## config.mk

```make
export PLATFORM = sky130hd
export DESIGN_NAME = b_to_g_counter
export DESIGN_NICKNAME = d
export VERILOG_FILES = /design/src/rtl/b_to_g_counter.sv
export SDC_FILE = /design/constraint.sdc
export NUM_CORES = 1
export LEC_CHECK = 0
export CAP_MARGIN = 10
export CORE_MARGIN = 2
export CORE_UTILIZATION = 25
export CTS_BUF_LIST = sky130_fd_sc_hd__clkbuf_4 sky130_fd_sc_hd__clkbuf_8
export DETAILED_ROUTE_END_ITERATION = 6
export RECOVER_POWER = 50
export SYNTH_ARGS = -nofsm -noshare
export SYNTH_HDL_FRONTEND = slang
export SYNTH_SLANG_ARGS = --single-unit
```

## constraint.sdc

```tcl
create_clock -name clk -period 2.1 [get_ports clk]
set_clock_uncertainty 0.1 [all_clocks]
set_input_delay 0.42 -clock clk [delete_from_list [all_inputs] [get_ports clk]]
set_output_delay 0.42 -clock clk [all_outputs]
set_load 0.005 [all_outputs]
```

## src/rtl/b_to_g_counter.sv

```systemverilog
// ---------------------------------------------------------------------------
// b_to_g_counter
//   Up/down counter held in binary and published as registered Gray code.
//   Intended to drive Gray pointers into clock-domain-crossing logic such as
//   async FIFO read/write pointers. A look-ahead Gray value is also provided
//   for full/empty comparison on the local side.
//
// Parameters
//   W          counter/code width in bits (W >= 2)
//
// Ports
//   clk        system clock, rising edge
//   rst        asynchronous, active-high reset
//   en         count enable: advance one step this cycle
//   up         direction: 1 = increment, 0 = decrement
//   load       synchronous load of load_bin (priority over en)
//   load_bin   binary value to load
//   bin        registered binary count
//   gray       registered Gray code of bin
//   gray_next  combinational Gray code of the next en step's value
//   wrap       registered one-cycle pulse: previous step wrapped around
// ---------------------------------------------------------------------------
module b_to_g_counter #(
  parameter int W = 4
) (
  input  logic         clk,
  input  logic         rst,
  input  logic         en,
  input  logic         up,
  input  logic         load,
  input  logic [W-1:0] load_bin,
  output logic [W-1:0] bin,
  output logic [W-1:0] gray,
  output logic [W-1:0] gray_next,
  output logic         wrap
);

  function automatic logic [W-1:0] to_gray(input logic [W-1:0] x);
    return x ^ (x >> 1);
  endfunction

  logic [W-1:0] bin_q, bin_d;
  logic [W-1:0] gray_q, gray_d;
  logic         wrap_q, wrap_d;
  logic [W-1:0] step_bin;
  logic         at_edge;

  // Value one counting step away in the current direction (modulo 2^W).
  assign step_bin = up ? (bin_q + W'(1)) : (bin_q - W'(1));

  // A counting step from here would cross the range boundary.
  assign at_edge  = up ? (bin_q == {W{1'b1}}) : (bin_q == '0);

  always_comb begin
    bin_d  = bin_q;
    wrap_d = 1'b0;
    if (load) begin
      bin_d = load_bin;
    end else if (en) begin
      bin_d  = step_bin;
      wrap_d = at_edge;
    end
    // Gray is taken from the next-state binary so bin and gray stay aligned
    // with no extra cycle of latency, while gray itself remains a bare flop.
    gray_d = to_gray(bin_d);
  end

  always_ff @(posedge clk or posedge rst) begin
    if (rst) begin
      bin_q  <= '0;
      gray_q <= '0;
      wrap_q <= 1'b0;
    end else begin
      bin_q  <= bin_d;
      gray_q <= gray_d;
      wrap_q <= wrap_d;
    end
  end

  assign bin       = bin_q;
  assign gray      = gray_q;
  assign wrap      = wrap_q;
  assign gray_next = to_gray(step_bin);

endmodule

```

==> flow_metrics.tcl, run 1 <==
set metrics [dict create \
    drtIter0Drc 7 \
    r2r-start "bin[1]" \
    drc 0 \
    initial_core_util_pct 27.30 \
    clock_sinks 8 \
    portBuffers 21 \
    fp.dieH_um 47.90 \
    p_per_area_nw_per_um2 887.0 \
    cts_hold_buf 0 \
    ys.flop_type "dfrtp_1" \
    postLayoutSetupSlackWorst_ns -0.2322 \
    cp_max_fo 2 \
    status "finished with violations" \
    ys_warn_count 0 \
    max_freq_mhz 428.8 \
    combPwrFrac_pct 60.0 \
    yosysSeqAreaShare_pct 41.56 \
    vdd_drop_max_mv 0.4374 \
    postRouteAntennaNets 0 \
    grt_setup_unrepaired "yes" \
    clk_pin_slew_ns 0.05 \
    critPathLaunch "bin[1]" \
    clock_latency_ns 0.25 \
    switching_share_pct 30.76 \
    fin_nets 98 \
    tightest_slew_ns 0.3069 \
    slowest_stage "dfrtp_1" \
    ioPinCount 22 \
    place_area_um2 778.2 \
    drt_pass1_iterations 3 \
    max_cap_violations 0 \
    viasPerCell 4.294 \
    rows 15 \
    grt_max_degree 10 \
    cpPeakStageDelay_ns 0.40 \
    synth_top_area_cell "dfrtp_1" \
    min_period_ns 2.332 \
    synth_top_area_share_pct 41.56 \
    grt_overflow_total 0 \
    p_sw_mw 0.2387 \
    core_um2 1764 \
    crit_type "reg -> out" \
    violations "negative setup slack" \
    numCtsBuffers 3 \
    area_growth_pct 81.56 \
    root_buffer "clkbuf_4" \
    arrival_ns 1.81 \
    gp_congestion 0.6826 \
    whs_ns 0.4489 \
    finalSetupTns_ns -0.4829 \
    yosysMostFrequentCell "dfrtp_1" \
    netlist_instances 47 \
    p_int_mw 0.5371 \
    fin_cells 109 \
    grtUsageTotal_pct 12.93 \
    place_inst 100 \
    synth_edf_count 0 \
    grt_pass1_wl_um 1959 \
    maxSlewHeadroom_pct 79.32 \
    antenna_found_initial 0 \
    slew_viol_final 0 \
    routed_wl_um 1225 \
    die_x_um 47.90 \
    finalHoldViolCount 0 \
    power_leakage_nw 0.4041 \
    post_drt_wl_per_cell_um 11.24 \
    path_cells "ha_1, a21o_2, a21oi_4, xnor2_2, buf_4, xor2_1, buf_2" \
    synthTopCellsByCount "dfrtp_1 (8), xnor2_1 (7), inv_1 (5)" \
    seq_power_share_pct 25.1 \
    r2r_setup_slack_ns 0.03 \
    grt_pass1_vias 462 \
    syn_nets 59 \
    ctsHtreeMaxLevel 1 \
    critPathLaunchType "flop" \
    ys_ff_latch 8 \
    layout_worst_path_cycle_share_pct 111.1 \
    num_antenna_cells 0 \
    synthTopCellsByArea "dfrtp_1 (42%), xnor2_1 (13%), xor2_1 (5.5%), ha_1 (5.2%), fa_1 (4.2%)" \
    clkPwrFrac_pct 14.9 \
    synth_area_um2 481.7 \
    drive_gt1_share_pct 39.29 \
    worstSetupEndpointType "output pin" \
    async_reset_ff_share_pct 100.0 \
    clockBufferDepth 2 \
    cts_tree "done" \
    hold_class "in -> async" \
    setup_viol 4 \
    die-area_um2 2294 \
    synth_cell_type_count 21 \
    vias 468 \
    fin_area_um2 874.6 \
    crit_required_ns 1.58 \
    syn_area_per_cell_um2 10.25 \
]
[path summary, 6_finish.rpt]
check / cells past startpoint / endpoint
worst max-delay path: 7 / gray_next[2]
worst max register to register: 8 / gray[2]
worst min register to register: 4 / wrap
min in group clk: 4 / wrap
max in group asynchronous: 2 / gray[1]
worst min-delay path: 2 / bin[2]
[per-stage QoR]
stage | setup WS [ns] | util [%] | power [mW]
detailed placement | -0.8903 | 44.11 | 0.5904
finish | -0.2322 | 49.57 | 0.7758
global route | -0.3022 | 49.57 | 0.8302
CTS | -0.2589 | 48.58 | 0.7600
global placement | -0.9114 | 44.11 | 0.5893
floorplan | 0.1163 | - | 0.3521
[what timing repair did]
action                     in CTS  in global routing
buffers inserted                5                  1
hold endpoints to repair        0                  0
setup endpoints to repair       9                  8
gates cloned                    0                  0
gates resized for setup        27                  4
pin swaps                       9                  4
[flip-flops by register name, summed over array words and instances, names as in the netlist]
signal / flops
gray: 3
bin: 4
wrap: 1
[layer usage]
| layer | vias up | routed length (um) | track usage [%] |
|---|---|---|---|
| met5 | - | 0 | 0 |
| met4 | 0 | 15 | 3.243 |
| met3 | 2 | 75 | 5.660 |
| met2 | 17 | 668 | 22.67 |
| met1 | 223 | 465 | 14.29 |
| li1 | 226 | - | - |
[cells in the final DEF (no fill, tap or decap)]
cell type        Yosys  final
clkdlybuf4s50_1      0     13
buf_4                1     13
dfrtp_1              8      8
xnor2_1              7      4
nor2_1               3      3
inv_1                5      3
nand2_1              3      3
xor2_1               3      3
clkbuf_4             0      3
dlygate4sd3_1        0      3
buf_2                1      3
inv_2                0      2
xnor2_2              0      2
o21ai_0              3      2
ha_1                 2      2
buf_6                0      2
a21o_2               1      1
a21oi_4              0      1
xnor2_4              0      1
mux2i_1              1      1
a21oi_2              1      1
o21ai_1              0      1
nor2b_1              1      1
nor3b_1              1      1
a221o_2              1      1
nand4_1              1      1
or4_2                1      1
o21a_1               1      1
fa_2                 0      1
clkbuf_2             0      1
clkbuf_1             0      1
[logic make-up (layout without fill, tap and decap cells)]
kind of cell | count (synthesis) | after routing | synth area share, %
xor gates and xnor gates | 10 | 10 | 18.18
and+or+nand+nor | 10 | 10 | 10.65
AOI/OAI and AO/OA | 8 | 8 | 11.69
DFF | 8 | 8 | 41.56
buffers and inverters | 7 | 44 | 6.494
adders and majority gates | 3 | 3 | 9.350
muxes | 1 | 1 | 2.078
[power by group through the flow]
stage | sequential, mW | combinational [mW] | clock [mW]
final | 0.194 | 0.465 | 0.116
after CTS | 0.196 | 0.442 | 0.122
after global routing | 0.198 | 0.505 | 0.127
after global placement | 0.198 | 0.391 | 0
after detailed placement | 0.199 | 0.392 | 0
after floorplan | 0.208 | 0.144 | 0
[critical path: cells and delay by family, from the launching register on]
family / cells / cell delay (ns)
xor gates and xnor gates: 2 / 0.26
buffers and inverters: 2 / 0.27
adders and majority gates: 1 / 0.29
AOI/OAI and AO/OA: 2 / 0.35
DFF: 1 / 0.40
[layout make-up]
type	instances	area, um2
Fill cell	177	889.6
Timing Repair Buffer	36	304.0
Multi-Input combinational cell	32	297.8
Sequential cell	8	200.2
Tap cell	25	31.28
Clock buffer	3	22.52
Inverter	5	18.77
Note: power is estimated with default switching activity, not from simulation.
==> inputs of run 2 (changes only) <==
--- a/config.mk
+++ b/config.mk
@@ -11,6 +11,7 @@
 export CTS_BUF_LIST = sky130_fd_sc_hd__clkbuf_4 sky130_fd_sc_hd__clkbuf_8
 export DETAILED_ROUTE_END_ITERATION = 6
 export RECOVER_POWER = 50
+export SLEW_MARGIN = 0
 export SYNTH_ARGS = -nofsm -noshare
 export SYNTH_HDL_FRONTEND = slang
 export SYNTH_SLANG_ARGS = --single-unit
==> results of run 2 <==
The final DEF is identical to that of run 1; final timing and power are the same.
